### config.mk
export PLATFORM = sky130hd
export DESIGN_NAME = dlx_mem_arbiter
export DESIGN_NICKNAME = d
export VERILOG_FILES = /design/src/rtl/dlx_mem_arb_pkg.sv /design/src/rtl/dlx_mem_rr_picker.sv /design/src/rtl/dlx_mem_arbiter.sv
export SDC_FILE = /design/constraint.sdc
export NUM_CORES = 1
export LEC_CHECK = 0
export BUFFER_PORTS_ARGS = -buffer_cell sky130_fd_sc_hd__buf_2
export CAP_MARGIN = 15
export CORE_ASPECT_RATIO = 1.75
export CORE_MARGIN = 2
export CORE_UTILIZATION = 51
export DETAILED_ROUTE_END_ITERATION = 7
export PLACE_DENSITY = 0.93
export SYNTH_ARGS = -nofsm -noshare
export SYNTH_HDL_FRONTEND = slang
export SYNTH_SLANG_ARGS = --single-unit
### constraint.sdc
create_clock -name clk -period 4.8 [get_ports clk]
set_clock_uncertainty 0.15 [all_clocks]
set_input_delay 0.96 -clock clk [delete_from_list [all_inputs] [get_ports clk]]
set_output_delay 0.96 -clock clk [all_outputs]
set_load 0.05 [all_outputs]
### src/rtl/dlx_mem_arb_pkg.sv
// dlx_mem_arb_pkg: shared types and default sizing for the DLX memory arbiter
package dlx_mem_arb_pkg;
  typedef enum logic [1:0] {ARB_IDLE, ARB_ACCESS, ARB_RESP} arb_state_t;
  typedef enum logic {PORT_IF, PORT_D} port_id_t;
  localparam int WORD_SIZE_DEF    = 32;
  localparam int ADDRESS_SIZE_DEF = 16;
  localparam int TIMEOUT_DEF      = 16;
endpackage

### src/rtl/dlx_mem_rr_picker.sv
// dlx_mem_rr_picker: two-way round-robin choice, a tie goes to the port not served last
module dlx_mem_rr_picker
  import dlx_mem_arb_pkg::*;
(
  input  logic [1:0] req_i,
  input  port_id_t   last_i,
  output port_id_t   winner_o,
  output logic       valid_o
);
  always_comb begin
    winner_o = &req_i ? (last_i == PORT_IF ? PORT_D : PORT_IF) : (req_i[1] ? PORT_D : PORT_IF);
    valid_o  = |req_i;
  end
endmodule

### src/rtl/dlx_mem_arbiter.sv
// dlx_mem_arbiter: shares one rw memory between DLX fetch and load/store ports
module dlx_mem_arbiter
  import dlx_mem_arb_pkg::*;
#(
  parameter int WORD_SIZE    = WORD_SIZE_DEF,
  parameter int ADDRESS_SIZE = ADDRESS_SIZE_DEF,
  parameter int TIMEOUT      = TIMEOUT_DEF
) (
  input  logic                    clk,
  input  logic                    rst,
  input  logic                    if_req,
  input  logic [ADDRESS_SIZE-1:0] if_addr,
  output logic [WORD_SIZE-1:0]    if_rdata,
  output logic                    if_ack,
  output logic                    if_err,
  input  logic                    d_req,
  input  logic                    d_we,
  input  logic [ADDRESS_SIZE-1:0] d_addr,
  input  logic [WORD_SIZE-1:0]    d_wdata,
  output logic [WORD_SIZE-1:0]    d_rdata,
  output logic                    d_ack,
  output logic                    d_err,
  output logic                    mem_enable,
  output logic                    mem_readnotwrite,
  output logic [ADDRESS_SIZE-1:0] mem_address,
  output logic [WORD_SIZE-1:0]    mem_wdata,
  output logic                    mem_data_oe,
  input  logic [WORD_SIZE-1:0]    mem_rdata,
  input  logic                    mem_data_ready
);
  localparam int CW = $clog2(TIMEOUT + 1);
  arb_state_t state_q;
  port_id_t last_q, port_q, pick;
  logic pick_valid, pick_we, we_q, done, tmo;
  logic [CW-1:0] cnt_q, cnt_d;
  dlx_mem_rr_picker u_pick (
    .req_i    ({d_req, if_req}),
    .last_i   (last_q),
    .winner_o (pick),
    .valid_o  (pick_valid)
  );
  // the first ACCESS cycle (cnt_q == 0) sees a stale DATA_READY and is ignored
  assign cnt_d   = cnt_q + 1'b1;
  assign done    = (cnt_q != '0) && mem_data_ready;
  assign tmo     = cnt_d == CW'(TIMEOUT);
  assign pick_we = (pick == PORT_D) && d_we;
  always_ff @(posedge clk) begin
    if (rst) begin
      state_q          <= ARB_IDLE;
      last_q           <= PORT_IF;
      port_q           <= PORT_IF;
      we_q             <= 1'b0;
      cnt_q            <= '0;
      if_rdata         <= '0;
      if_ack           <= 1'b0;
      if_err           <= 1'b0;
      d_rdata          <= '0;
      d_ack            <= 1'b0;
      d_err            <= 1'b0;
      mem_enable       <= 1'b0;
      mem_readnotwrite <= 1'b0;
      mem_address      <= '0;
      mem_wdata        <= '0;
      mem_data_oe      <= 1'b0;
    end else begin
      case (state_q)
        ARB_IDLE: if (pick_valid) begin
          state_q          <= ARB_ACCESS;
          port_q           <= pick;
          we_q             <= pick_we;
          cnt_q            <= '0;
          mem_enable       <= 1'b1;
          mem_readnotwrite <= !pick_we;
          mem_address      <= pick == PORT_D ? d_addr : if_addr;
          mem_wdata        <= pick_we ? d_wdata : '0;
          mem_data_oe      <= pick_we;
        end
        ARB_ACCESS: begin
          cnt_q <= cnt_d;
          if (done || tmo) begin
            state_q     <= ARB_RESP;
            mem_enable  <= 1'b0;
            mem_data_oe <= 1'b0;
            if (port_q == PORT_D) begin
              d_ack   <= 1'b1;
              d_err   <= !done;
              d_rdata <= (done && !we_q) ? mem_rdata : '0;
            end else begin
              if_ack   <= 1'b1;
              if_err   <= !done;
              if_rdata <= done ? mem_rdata : '0;
            end
          end
        end
        ARB_RESP: begin
          state_q  <= ARB_IDLE;
          last_q   <= port_q;
          if_ack   <= 1'b0;
          if_err   <= 1'b0;
          if_rdata <= '0;
          d_ack    <= 1'b0;
          d_err    <= 1'b0;
          d_rdata  <= '0;
        end
        default: state_q <= ARB_IDLE;
      endcase
    end
  end
endmodule

# [Word level (Yosys, flattened, before mapping)]
# Cells that the tools add are included.
[classes] n_addsub=1 n_eq_ne=7 muxes=35 n_reduce_logical=19
[ops] operator="32-bit 2-to-1 mux" count=7
[ops] operator="32-bit case mux with 2 select lines" count=2
[ops] operator="16-bit 2-to-1 mux" count=1
[ops] operator="1-bit 2-to-1 mux" count=14
[ops] operator="1-bit case mux with 2 select lines" count=6
[ops] operator="5-bit case mux with 2 select lines" count=1
[ops] operator="3-bit AND reduction" count=3
[ops] operator="2-bit inequality test, second input constant" count=4
[ops] operator="2-bit AND reduction" count=4
[ops] operator="5-bit by 1-bit adder with 5-bit output, second input constant" count=1
[ops] operator="5-bit equality test, second input constant" count=1
[ops] operator="5-bit 2-to-1 mux" count=1
[ops] operator="5-bit nonzero test" count=1
[ops] operator="2-bit 2-to-1 mux" count=2
[ops] operator="2-bit case mux with 2 select lines" count=1
[ops] operator="2-bit nonzero test" count=2
[ops] operator="1-bit logical AND" count=3
[ops] operator="1-bit zero test" count=3
[ops] operator="2-bit by 1-bit equality test with 1-bit output, second input constant" count=1
[ops] operator="2-bit equality test, second input constant" count=1
[ops] operator="2-bit zero test" count=1
[ops] operator="2-bit OR reduction" count=1
[ops] operator="1-bit logical OR" count=1
[totals] register_bits=129 input_bits=102 out_inout_bits=119 wordCells=78

# [Logic depth before layout (Yosys ltp)]
# Gate-level depths: netlist of run 1.
[logic_depth] depth_word=7 ltp_mapped=8 mapped_depth_nobuf=6

# [By module]
# From an unflattened synthesis of run 1, not the netlist that was laid out.
[hier_totals] hier_cells=557 area_unflattened_um2=5300.1
[by_module_without_submodules] mod="dlx_mem_arbiter" n_inst=1 cells_each=555 area_each_um2=5286.3 seq_area_each_um2=2582.5
[by_module_without_submodules] mod="dlx_mem_rr_picker" n_inst=1 cells_each=2 area_each_um2=13.8 seq_area_each_um2=0.0

# [Worst setup path before layout of run 1]
# OpenSTA, ideal clock, no wires.
[synth_path] path_type="input to register" from="in d_req" to="reg mem_wdata[3]" setup_time_ps=128 t_arrival_ps=1899 required_ps=4522 path_slack_ps=2623 stages=7 n_path_buf=3 cell_sequence="a21boi_1 > buf_4 > and4b_1 > buf_4 > buf_2 > a22oi_1 > nor2_1"
[synth_via] elab_chain_len=4 elab_cells_between_ends=7 classes_between="3 x mux; 4 x reduce/logical"
[synth_lines] element="start, declared" line="dlx_mem_arbiter.sv:16" text="input logic d_req,"
[synth_lines] element="1-bit 2-to-1 mux or 2-bit AND reduction (tied branches)" line="dlx_mem_rr_picker.sv:11" text="winner_o = &req_i ? (last_i == PORT_IF ? PORT_D : PORT_IF) : (req_i[1] ? PORT_D : PORT_IF);"
[synth_lines] element="1-bit 2-to-1 mux" line="dlx_mem_rr_picker.sv:11"
[synth_lines] element="1-bit logical AND" line="dlx_mem_arbiter.sv:46" text="assign pick_we = (pick == PORT_D) && d_we;"
[synth_lines] element="32-bit 2-to-1 mux" line="dlx_mem_arbiter.sv:75" text="mem_wdata <= pick_we ? d_wdata : '0;"
[synth_lines] element="end signal, assigned" line="dlx_mem_arbiter.sv:75"
[synth_lines] element="end, declared" line="dlx_mem_arbiter.sv:26" text="output logic [WORD_SIZE-1:0] mem_wdata,"
# Parallel ways exist; a longest one is shown, timed or not.
# A chain may end at the register's enable or synchronous reset.

# [Worst setup path after layout of run 1]
[layout_path] from="reg state_q[0]" to="reg d_err"
[layout_via] elab_chain_len=3 elab_cells_between_ends=7 classes_between="4 x eq/ne; 1 x mux; 2 x reduce/logical"
[layout_lines] element="start, declared" line="dlx_mem_arbiter.sv:32" text="arb_state_t state_q;"
[layout_lines] element="start signal, assigned" line="dlx_mem_arbiter.sv:49" text="state_q <= ARB_IDLE;"
[layout_lines] element="start signal, assigned" line="dlx_mem_arbiter.sv:68" text="state_q <= ARB_ACCESS;"
[layout_lines] element="start signal, assigned" line="dlx_mem_arbiter.sv:81" text="state_q <= ARB_RESP;"
[layout_lines] element="2-bit by 1-bit equality test with 1-bit output or 2-bit equality test (tied branches)" line="dlx_mem_arbiter.sv:66" text="case (state_q)"
[layout_lines] element="2-bit inequality test (no line) or 2-bit nonzero test (tied branches)"
[layout_lines] element="3-bit AND reduction (no line)"
[layout_lines] element="end signal, assigned" line="dlx_mem_arbiter.sv:86" text="d_err <= !done;"
[layout_lines] element="end, declared" line="dlx_mem_arbiter.sv:22" text="output logic d_err,"
# Parallel ways exist; a longest one is shown, timed or not.

==> impl_metrics.tcl, run 1 <==
set metrics [dict create \
    outcome "finished clean" \
    dp_hpwl_mm 10.51 \
    worstSetupStartpointType "flop" \
    setup_viol 0 \
    grt_start_max_net_pins 67 \
    dr_wl_met3_mm 1.242 \
    gp_congestion 0.8530 \
    ys_warn_count 0 \
    p_seq_share_pct 39.7 \
    path_cells "and3b_1, buf_4, and3b_1, buf_4, inv_1, o211a_1" \
    synth_edf_count 0 \
    pre_cts_ws_ps 1502 \
    grt_pass1_vias 4923 \
    die_h_um 137.2 \
    first_pass_iters 5 \
    core_mm2 0.009849 \
    hold_buffers 0 \
    syn_to_final_growth_pct 33.61 \
    wl_met1_mm 5.680 \
    cp_max_fo 34 \
    postCtsSetupRepairBufs 0 \
    clkSinkCount 129 \
    antenna_cells 0 \
    power.share.switching_pct 29.33 \
    cpPeakStageDelay_ps 660 \
    syn_area_per_cell_um2 9.120 \
    fin_crit_ps 2576 \
    wirelength_mm 15.36 \
    clockRootBuffer "clkbuf_16" \
    dieArea_mm2 0.01099 \
    final_common_cell "buf_2" \
    powerDensity_mw_per_mm2 424.9 \
    cap_violations 0 \
    initial_core_util_pct 52.50 \
    layout_setup_ws_ps 2224 \
    clockBufferDepth 2 \
    vias 5294 \
    syn_area_mm2 0.005171 \
    setup_tns_ps 0 \
    die_x_um 80.12 \
    fillers 760 \
    slew_violations 0 \
    drc_errors 0 \
    maxUsedRoutingLayer "met4" \
    worstSetupPathType "reg2reg" \
    regToRegSetupSlack_ps 2220 \
    min_path_type "reg2reg" \
    synth_nets 671 \
    cp.arrival_ps 2730 \
    worst_pin_slew_ps 1211 \
    power_switching_uw 861.0 \
    via_per_inst 5.882 \
    met2_length_mm 7.969 \
    min_period_over_period_pct 53.67 \
    p_leak_nw 3.130 \
    rows 48 \
    grt_usage_pct 26.88 \
    end_kind "flop" \
    cts_tree "done" \
    drive_above_1_share_pct 36.00 \
    ys_ff_latch 129 \
    hold_viol_final 0 \
    cp.required_ps 4950 \
    grt_overflow_total 0 \
    port_buffers 220 \
    grt_pass1_wl_mm 23.24 \
    fmax_mhz 388.2 \
    ant_nets 0 \
    htreeDepth 4 \
    drt_iter0_markers 371 \
    synth_cells 567 \
    slowest_stage "and3b_1" \
    io_pins 221 \
    ir_worst_vdd_v 0.0003011 \
    pwr-share-clk_pct 44.2 \
    rsz0062_at_grt "no" \
    ys_seq_area_share_pct 49.94 \
    clk_latency_ps 410 \
    drt-wirelength-per-cell_um 17.07 \
    internal-power_mw 2.075 \
    ys.flop_type "dfxtp_1" \
    async_reset_ff_share_pct 0 \
    combPwrFrac_pct 16.1 \
    ys_types 44 \
    clk_pin_slew_ps 60 \
    antenna_found_initial 0 \
    nets 866 \
    cts_buffers 17 \
    cts_resized 0 \
    maxSlewHeadroom_pct 19.26 \
    final_cell_mix "buf_2, dfxtp_1, nand2_1, a22oi_1, nor2_1" \
]
==> critical path, delay by kind of cell, from the launching register on <==
kind / cells / cell delay, ps
and+or+nand+nor: 2 / 880
buffers and inverters: 3 / 810
DFF: 1 / 500
AOI/OAI and AO/OA: 1 / 120
==> path summary, 6_finish.rpt <==
| path | cells past startpoint | to | from |
|---|---|---|---|
| setup reg to reg | 6 | d_err$_SDFFE_PP0P_ | state_q[0]$_SDFFE_PP0P_ |
| hold reg to reg | 2 | d_rdata[8]$_SDFFE_PP0P_ | d_rdata[8]$_SDFFE_PP0P_ |
| hold / removal | 2 | d_rdata[8]$_SDFFE_PP0P_ | d_rdata[8]$_SDFFE_PP0P_ |
| setup / recovery | 6 | d_err$_SDFFE_PP0P_ | state_q[0]$_SDFFE_PP0P_ |
==> layout make-up <==
type	instances	area, µm²	share of cell area (%)
flip-flops and latches	129	2582	37.38
clock buffers	21	480.5	6.954
well taps	125	156.4	2.264
clock inverters	11	128.9	1.865
repair buffers	233	1241	17.96
multi-input cells	377	2305	33.36
inverters	4	15.01	0.2173
==> synth_stat cells, drive strengths merged, types with 2 or more instances <==
cell,instances,share of area (%)
nor3b,3,0.75
and4b,2,0.39
o31ai,32,4.6
o211a,2,0.39
clkbuf,24,1.7
a211oi,19,2.8
nand2b,2,0.24
buf,33,4.1
and3b,2,0.34
mux2i,17,3.3
dfxtp,129,50
a311oi,2,0.34
nand3,2,0.19
a21oi,6,0.65
o21ai,35,3.5
inv,4,0.29
ha,2,0.48
nand2,70,5.1
a22oi,65,9.4
nand4,32,3.9
nor2b,3,0.41
nor3,5,0.68
nor2,65,4.7
==> per-layer routing <==
| metal | up-vias | GRT usage, % |
|---|---|---|
| met5 | - | 0 |
| met4 | 0 | 13.47 |
| met3 | 50 | 6.815 |
| met2 | 332 | 46.90 |
| met1 | 2442 | 29.83 |
| li1 | 2470 | - |
==> registers in the layout (all words and copies together), names as in the netlist, 2 cells and up <==
name         flops
d_rdata         32
mem_wdata       32
state_q          2
cnt_q            5
if_rdata        32
mem_address     16
==> metrics by stage <==
step | instances | util, % | cell area [µm²] | power [mW] | hold WS [ps]
global placement | 863 | 63.15 | 6220 | 1.629 | 290.9
global route | 900 | 70.15 | 6909 | 3.029 | 313.8
CTS | 895 | 69.33 | 6829 | 2.936 | 306.5
finish | 900 | 70.15 | 6909 | 2.936 | 303.4
floorplan | 567 | - | 5171 | 1.509 | 310.5
detailed placement | 863 | 63.15 | 6220 | 1.647 | 293.1
==> logic make-up after synthesis <==
kind of cell	count (synthesis)	synth area share, %
AOI/OAI and AO/OA	165	22.31
adders and majority gates	2	0.4838
buffers and inverters	61	6.121
DFF	129	49.94
muxes	17	3.291
and+or+nand+nor	193	17.86
==> power by group through the flow <==
stage,Clock [mW],Combinational [mW],Sequential [mW]
2_1_floorplan,0,0.160,1.35
3_3_place_gp,0,0.446,1.18
3_5_place_dp,0,0.460,1.19
4_1_cts,1.31,0.461,1.17
5_1_grt,1.36,0.501,1.17
6_report,1.30,0.472,1.17
(Power assumes the default switching activity.)
==> run 2: changes to the inputs <==
--- a/config.mk
+++ b/config.mk
@@ -9,9 +9,9 @@
 export CAP_MARGIN = 15
 export CORE_ASPECT_RATIO = 1.75
 export CORE_MARGIN = 2
-export CORE_UTILIZATION = 51
+export CORE_UTILIZATION = 48
 export DETAILED_ROUTE_END_ITERATION = 7
-export PLACE_DENSITY = 0.93
+export PLACE_DENSITY = 0.88
 export SYNTH_ARGS = -nofsm -noshare
 export SYNTH_HDL_FRONTEND = slang
 export SYNTH_SLANG_ARGS = --single-unit
==> constraint.sdc (replaced) <==
create_clock -name clk -period 2.55 [get_ports clk]
set_clock_uncertainty 0.15 [all_clocks]
set_input_delay 0.51 -clock clk [delete_from_list [all_inputs] [get_ports clk]]
set_output_delay 0.51 -clock clk [all_outputs]
set_load 0.05 [all_outputs]
==> impl_metrics.tcl, run 2 (synthesis gave the netlist of run 1 again) <==
set metrics [dict create \
    final_common_cell "buf_2" \
    worst_pin_slew_ps 1084 \
    grt_start_max_net_pins 53 \
    cts_buffers 17 \
    clk_pin_slew_ps 60 \
    rows 50 \
    largest_registers "d_rdata (32), if_rdata (32), mem_wdata (32)" \
    setup_viol 0 \
    worstSetupStartpointType "flop" \
    io_pins 221 \
    port_buffers 220 \
    core_mm2 0.01057 \
    regToRegSetupSlack_ps 460 \
    dp_hpwl_mm 9.774 \
    slew_violations 0 \
    drt_iter0_markers 283 \
    die_x_um 82.46 \
    fillers 849 \
    clk_latency_ps 400 \
    antenna_found_initial 0 \
    nets 874 \
    initial_core_util_pct 48.91 \
    grt_usage_pct 24.22 \
    ant_nets 0 \
    cp.arrival_ps 2250 \
    pre_cts_ws_ps 118.4 \
    drc_errors 0 \
    fmax_mhz 479.1 \
    gp_congestion 0.8507 \
    cp_max_fo 26 \
    hold_slack_ps 186.2 \
    htreeDepth 4 \
    outcome "finished clean" \
    drt-wirelength-per-cell_um 15.80 \
    clockBufferDepth 2 \
    drive_above_1_share_pct 36.57 \
    min_period_over_period_pct 81.85 \
    end_kind "flop" \
    powerDensity_mw_per_mm2 816.9 \
    final_cell_mix "buf_2, dfxtp_1, nand2_1, a22oi_1, nor2_1" \
    wirelength_mm 14.41 \
    grt_overflow_total 0 \
    hold_buffers 0 \
    clockRootBuffer "clkbuf_16" \
    via_per_inst 5.602 \
    hold_viol_final 0 \
    worstSetupPathType "reg2reg" \
    p_leak_nw 3.186 \
    postCtsSetupRepairBufs 0 \
    dieArea_mm2 0.01165 \
    cp.required_ps 2710 \
    grt_pass1_vias 4738 \
    clkSinkCount 129 \
    syn_to_final_growth_pct 35.37 \
    cts_tree "done" \
    vias 5109 \
    layout_setup_ws_ps 462.7 \
    setup_tns_ps 0 \
    antenna_cells 0 \
    first_pass_iters 5 \
    fin_crit_ps 2087 \
    cts_resized 0 \
    cap_violations 0 \
    die_h_um 141.3 \
    grt_pass1_wl_mm 22.13 \
    min_path_type "in2reg" \
    ir_worst_vdd_v 0.0005864 \
    rsz0062_at_grt "no" \
    maxSlewHeadroom_pct 27.69 \
]
[run 2: report_power, final]
| group | internal, mW | switching [mW] |
|---|---|---|
| clock | 1.76 | 0.885 |
| combinational | 0.247 | 0.642 |
| sequential | 2.12 | 0.0701 |
[run 2: through the flow]
step                      utilization [%]  instance area, µm²  std cells  power [mW]
final                               66.21                7000        912       5.719
after global routing                66.21                7000        912       5.925
after CTS                           65.75                6952        909       5.746
after detailed placement            59.60                6301        878       3.104
after global placement              59.60                6301        878       3.094
after floorplan                         -                5171        567       2.840
[run 2: final timing paths]
kind	startpoint	endpoint	cells after the start
worst min-delay path	d_wdata[14]	mem_wdata[14]$_SDFFE_PP0P_	3
worst max register to register	state_q[0]$_SDFFE_PP0P_	d_rdata[8]$_SDFFE_PP0P_	4
worst min register to register	d_rdata[26]$_SDFFE_PP0P_	d_rdata[26]$_SDFFE_PP0P_	2
worst max-delay path	state_q[0]$_SDFFE_PP0P_	d_rdata[8]$_SDFFE_PP0P_	4
[run 2: critical path, stage by stage, from the launching register on]
cell,delay [ps]
dfxtp_1,510
nor2b_2,140
nor2_2,860
nand2_1,120
o31ai_1,210
[run 2: final cells by class]
| type | count | area (µm²) | share of cell area, % |
|---|---|---|---|
| clock inverters | 13 | 211.5 | 3.021 |
| inverters | 4 | 15.01 | 0.2145 |
| clock buffers | 18 | 439.2 | 6.273 |
| multi-input cells | 378 | 2311 | 33.01 |
| flip-flops and latches | 129 | 2582 | 36.89 |
| well taps | 130 | 162.7 | 2.324 |
| repair buffers | 240 | 1279 | 18.27 |
[run 2: per-layer routing]
| metal | track usage, % | up-vias | wire length, µm |
|---|---|---|---|
| met5 | 0 | - | 0 |
| met4 | 10.35 | 0 | 363 |
| met3 | 7.952 | 25 | 1199 |
| met2 | 40.87 | 252 | 7467 |
| met1 | 27.18 | 2354 | 5381 |
| li1 | - | 2478 | - |
